### config.mk
export PLATFORM = sky130hd
export DESIGN_NAME = syscall_unit
export DESIGN_NICKNAME = d
export VERILOG_FILES = /design/src/rtl/syscall_unit.sv
export SDC_FILE = /design/constraint.sdc
export NUM_CORES = 1
export LEC_CHECK = 0
export BUFFER_PORTS_ARGS = -buffer_cell sky130_fd_sc_hd__buf_4
export CAP_MARGIN = 15
export CORE_MARGIN = 2
export CORE_UTILIZATION = 50
export DETAILED_ROUTE_END_ITERATION = 12
export PLACE_DENSITY = 0.71
export SLEW_MARGIN = 10
export SYNTH_ARGS = -nofsm -noshare
export SYNTH_HDL_FRONTEND = slang
export SYNTH_SLANG_ARGS = --single-unit
### constraint.sdc
create_clock -name clk -period 27.2 [get_ports clk]
set_clock_uncertainty 0.1 [all_clocks]
set_input_delay 1.36 -clock clk [delete_from_list [all_inputs] [get_ports clk]]
set_output_delay 1.36 -clock clk [all_outputs]
set_load 0.02 [all_outputs]
### src/rtl/syscall_unit.sv
// syscall_unit: execute-side service engine for SPIM-style syscalls.
// Freezes the pipeline while it services the code in $v0, using argument $a0.
// Output bytes leave through a valid/ready console port. String bytes are
// fetched through a one-request-at-a-time byte read port.
//
// Ports:
//   clk, reset                    clock and synchronous active-high reset
//   syscall_ex                    EX-stage instruction is SYSCALL
//   v0_value, a0_value            forwarded $v0 / $a0 for that instruction
//   stall, halt                   pipeline freeze / core halted by exit
//   console_valid, console_data   byte to emit (held until console_ready)
//   console_ready                 console accepts the byte this cycle
//   mem_req, mem_addr             one-cycle byte read request
//   mem_ack, mem_rdata            read response
module syscall_unit #(
   parameter logic [31:0] SYS_PRINT_INT    = 32'd1,
   parameter logic [31:0] SYS_PRINT_STRING = 32'd4,
   parameter logic [31:0] SYS_EXIT         = 32'd10,
   parameter logic [31:0] SYS_PRINT_CHAR   = 32'd11
) (
   input  logic        clk,
   input  logic        reset,
   input  logic        syscall_ex,
   input  logic [31:0] v0_value,
   input  logic [31:0] a0_value,
   output logic        stall,
   output logic        halt,
   output logic        console_valid,
   output logic [7:0]  console_data,
   input  logic        console_ready,
   output logic        mem_req,
   output logic [31:0] mem_addr,
   input  logic        mem_ack,
   input  logic [7:0]  mem_rdata
);

   localparam logic [3:0] S_IDLE      = 4'd0;
   localparam logic [3:0] S_DISPATCH  = 4'd1;
   localparam logic [3:0] S_INT_SIGN  = 4'd2;
   localparam logic [3:0] S_INT_DIGIT = 4'd3;
   localparam logic [3:0] S_EMIT      = 4'd4;
   localparam logic [3:0] S_STR_REQ   = 4'd5;
   localparam logic [3:0] S_STR_WAIT  = 4'd6;
   localparam logic [3:0] S_DONE      = 4'd7;
   localparam logic [3:0] S_HALTED    = 4'd8;

   logic [3:0]  state_q, state_d;
   logic [3:0]  ret_q, ret_d;       // state to resume after EMIT
   logic [31:0] v0_q, v0_d;
   logic [31:0] a0_q, a0_d;
   logic        neg_q, neg_d;
   logic [31:0] mag_q, mag_d;
   logic [3:0]  k_q, k_d;
   logic        started_q, started_d;
   logic [31:0] ptr_q, ptr_d;
   logic [7:0]  char_q, char_d;

   // Decimal digit extraction: largest d in 0..9 with d*10^k <= mag.
   // Products are 36 bits wide because 9*10^9 does not fit in 32.
   logic [35:0] pow_w;
   logic [35:0] prod_w;
   logic [35:0] sub_w;
   logic [3:0]  digit_w;

   always_comb begin
      case (k_q)
         4'd0:    pow_w = 36'd1;
         4'd1:    pow_w = 36'd10;
         4'd2:    pow_w = 36'd100;
         4'd3:    pow_w = 36'd1000;
         4'd4:    pow_w = 36'd10000;
         4'd5:    pow_w = 36'd100000;
         4'd6:    pow_w = 36'd1000000;
         4'd7:    pow_w = 36'd10000000;
         4'd8:    pow_w = 36'd100000000;
         4'd9:    pow_w = 36'd1000000000;
         default: pow_w = 36'd1;
      endcase
   end

   always_comb begin
      digit_w = 4'd0;
      sub_w   = 36'd0;
      prod_w  = 36'd0;
      for (int unsigned i = 1; i < 10; i++) begin
         prod_w = 36'(i) * pow_w;
         if ({4'd0, mag_q} >= prod_w) begin
            digit_w = 4'(i);
            sub_w   = prod_w;
         end
      end
   end

   always_comb begin
      state_d   = state_q;
      ret_d     = ret_q;
      v0_d      = v0_q;
      a0_d      = a0_q;
      neg_d     = neg_q;
      mag_d     = mag_q;
      k_d       = k_q;
      started_d = started_q;
      ptr_d     = ptr_q;
      char_d    = char_q;
      case (state_q)
         S_IDLE: begin
            if (syscall_ex) begin
               v0_d    = v0_value;
               a0_d    = a0_value;
               state_d = S_DISPATCH;
            end
         end
         S_DISPATCH: begin
            if (v0_q == SYS_PRINT_CHAR) begin
               char_d  = a0_q[7:0];
               ret_d   = S_DONE;
               state_d = S_EMIT;
            end else if (v0_q == SYS_PRINT_INT) begin
               neg_d     = a0_q[31];
               mag_d     = a0_q[31] ? (~a0_q + 32'd1) : a0_q;
               k_d       = 4'd9;
               started_d = 1'b0;
               state_d   = S_INT_SIGN;
            end else if (v0_q == SYS_PRINT_STRING) begin
               ptr_d   = a0_q;
               state_d = S_STR_REQ;
            end else if (v0_q == SYS_EXIT) begin
               state_d = S_HALTED;
            end else begin
               state_d = S_DONE;
            end
         end
         S_INT_SIGN: begin
            if (neg_q) begin
               char_d  = 8'h2D;
               ret_d   = S_INT_DIGIT;
               state_d = S_EMIT;
            end else begin
               state_d = S_INT_DIGIT;
            end
         end
         S_INT_DIGIT: begin
            mag_d = mag_q - 32'(sub_w);
            if (k_q != 4'd0) begin
               k_d = k_q - 4'd1;
            end
            if (digit_w != 4'd0 || started_q || k_q == 4'd0) begin
               started_d = 1'b1;
               char_d    = 8'h30 + {4'd0, digit_w};
               ret_d     = (k_q == 4'd0) ? S_DONE : S_INT_DIGIT;
               state_d   = S_EMIT;
            end else begin
               state_d = (k_q == 4'd0) ? S_DONE : S_INT_DIGIT;
            end
         end
         S_EMIT: begin
            if (console_ready) begin
               state_d = ret_q;
            end
         end
         S_STR_REQ: begin
            state_d = S_STR_WAIT;
         end
         S_STR_WAIT: begin
            if (mem_ack) begin
               if (mem_rdata == 8'd0) begin
                  state_d = S_DONE;
               end else begin
                  char_d  = mem_rdata;
                  ptr_d   = ptr_q + 32'd1;
                  ret_d   = S_STR_REQ;
                  state_d = S_EMIT;
               end
            end
         end
         // The instruction retires here; syscall_ex still refers to it.
         S_DONE:   state_d = S_IDLE;
         S_HALTED: state_d = S_HALTED;
         default:  state_d = S_IDLE;
      endcase
   end

   always_ff @(posedge clk) begin
      if (reset) begin
         state_q   <= S_IDLE;
         ret_q     <= S_DONE;
         v0_q      <= 32'd0;
         a0_q      <= 32'd0;
         neg_q     <= 1'b0;
         mag_q     <= 32'd0;
         k_q       <= 4'd0;
         started_q <= 1'b0;
         ptr_q     <= 32'd0;
         char_q    <= 8'd0;
      end else begin
         state_q   <= state_d;
         ret_q     <= ret_d;
         v0_q      <= v0_d;
         a0_q      <= a0_d;
         neg_q     <= neg_d;
         mag_q     <= mag_d;
         k_q       <= k_d;
         started_q <= started_d;
         ptr_q     <= ptr_d;
         char_q    <= char_d;
      end
   end

   // Combinational so the first cycle of a syscall is already frozen.
   assign stall = ((state_q == S_IDLE) && syscall_ex) ||
                  ((state_q != S_IDLE) && (state_q != S_DONE));
   assign halt          = (state_q == S_HALTED);
   assign console_valid = (state_q == S_EMIT);
   assign console_data  = char_q;
   assign mem_req       = (state_q == S_STR_REQ);
   assign mem_addr      = ptr_q;

endmodule
==> results_dict.tcl <==
set metrics [dict create \
    outcome "complete, no violations" \
    synth_most_common_cell "ha_1" \
    areaGrowthSynthToFinish_pct 9.43 \
    yosys.area_share.simple 0.194 \
    cpPeakStageDelay_ns 0.99 \
    cp_top_family "compound AO/OA/AOI/OAI gates" \
    fmax_ghz 0.0834 \
    clock-sinks 171 \
    ys_seq_area_frac 0.147 \
    syn_area_mm2 0.0233 \
    firstDrtPassIters 6 \
    min_path_cells 2 \
    fin_cells 3736 \
    min_path_type "reg2reg" \
    syn-num-nets 3600 \
    numCtsBuffers 17 \
    critical_path_buf_inv_count 2 \
    antennaDiodeCount 0 \
    wire_per_inst_um 24.1 \
    drtIter0Drc 2462 \
    cts_max_path_buffers 2 \
    cp.required_ns 27.50 \
    first_global_vias 23700 \
    syn_inst 3062 \
    max_slew_margin 0.257 \
    ys_seq_elements 171 \
    grt_max_degree 79 \
    synthTopCellsByCount "ha_1, nand2_1, a21oi_1" \
    ant_nets 0 \
    setup_viol 0 \
    overflow 0 \
    muxShareOfSynthArea 0.00349 \
    drt_wl_total_um 90000 \
    synth_top_cell_area_share 0.232 \
    die_h_um 220 \
    start_util 0.503 \
    ctsRootBufferMaster "clkbuf_16" \
    synthFlopType "dfxtp_1" \
    critPathKind "reg2reg" \
    gp_congestion 1.01 \
    clkLatencyLatePin_ns 0.47 \
    fin_setup_tns_ns 0 \
    synth_xor_area_frac 0.0548 \
    ys_top_cells_by_area "ha_1, dfxtp_1, a21oi_1" \
    rows 79 \
    cts_setup_buffers 0 \
    cp_common_cell "ha_1" \
    final_hold_viol_count 0 \
    synth_area_per_cell_um2 7.60 \
    synth-compound-area-share 0.302 \
    final_cell_area_mm2 0.0255 \
    critical_path.startpoint_type "flop" \
    num_vias 24800 \
    fp.dieW_um 220 \
    synth_top_family_by_area "compound AO/OA/AOI/OAI gates" \
    drive_above_1_share 0.0796 \
    synthDistinctLibCells 92 \
    synth_enable_flop_cells 0 \
    cts_tree "yes" \
    drv_cap 0 \
    synth_warnings 0 \
    synthAdderAreaFrac 0.258 \
    synth.largest_area_cell "ha_1" \
    drcViolationCount 0 \
    placed_cells 3703 \
    dieArea_mm2 0.0483 \
    pin_count 121 \
    antenna_found_initial 3 \
    dp_hpwl_um 70900 \
    track_usage 0.368 \
    rr_worst_depth 38 \
    nNetsFinal 3654 \
    async_reset_ff_frac 0 \
    critical_path.endpoint_type "flop" \
    cts_resized 0 \
    slowest_stage "dfxtp_1" \
    grt_setup_unrepaired "no" \
    coreArea_mm2 0.0463 \
    arrival_ns 12.29 \
    slew_violations 0 \
    viasPerCell 6.63 \
    grt_pass1_wl_um 138000 \
    holdBufCountCts 0 \
    path_clk_slew_ns 0.08 \
    worst_pin_slew_ns 1.10 \
    post-route-period-util 0.441 \
    place_area_mm2 0.0248 \
    io_buffers 120 \
    min_period_ns 11.98 \
    path_max_fanout 22 \
    cp.depth 38 \
    cts_max_level 4 \
]
## worst paths after layout
path | slack, ns | to | start
hold / removal | 0.36 | v0_q[14] | v0_q[14]
setup / recovery | 15.22 | mag_q[31] | pow_w[26]
setup reg to reg | 15.22 | mag_q[31] | pow_w[26]
hold reg to reg | 0.36 | v0_q[14] | v0_q[14]
## registers in the layout, indices dropped and copies added (netlist names)
name,cells
a0_q,32
console_data,8
k_q,4
mag_q,32
mem_addr,32
neg_q,1
pow_w,23
ret_q,2
started_q,1
state_q,4
v0_q,32
## placed cells by master, fill, tap and decap left out, drive strengths merged, types with 74 or more instances in the layout
cell type and n:
nor2 195, a21o 109, buf 164, o21ai 198
ha 432, xnor2 74, a21oi 329, dfxtp 171
inv 132, nand2 345
## kinds of logic after synthesis
kind of cell / count (synthesis)
multiplexers: 8
buffers and inverters: 250
AND/OR/NAND/NOR: 947
AO/OA/AOI/OAI: 1080
flip-flops: 171
XOR/XNOR: 144
adder cells (fa/ha/maj): 462
## routing by layer
metal | wire, µm | track usage | vias to the layer above
met1 | 38300 | 0.494 | 11800
met4 | 4220 | 0.163 | 6
li1 | - | - | 11600
met3 | 7060 | 0.0457 | 219
met2 | 40300 | 0.591 | 1194
met5 | 41 | 0 | -
## final cells by class
| type | instances | area (µm²) |
|---|---|---|
| fill | 4497 | 20800 |
| timing repair buffer | 164 | 1250 |
| sequential | 171 | 3420 |
| clock inverter | 15 | 199 |
| multi-input combinational | 2641 | 19000 |
| clock buffer | 17 | 425 |
| inverter | 121 | 454 |
| tap | 607 | 759 |
## tightest hold or removal path, cell delays in order (launching register included)
cell	delay [ns]
dfxtp_1	0.31
nand2_1	0.05
a21oi_1	0.05
## metrics by stage
stage                util  hold WS, ns  worst slack, ns
floorplan               -        0.336            18.51
global placement    0.537        0.345            15.70
detailed placement  0.537        0.348            15.59
CTS                 0.550        0.359            15.56
global route        0.551        0.387            14.63
finish              0.551        0.358            15.22
Power is not shown: default switching activity piles up to over one toggle a cycle in this logic, so the estimate is an artifact.
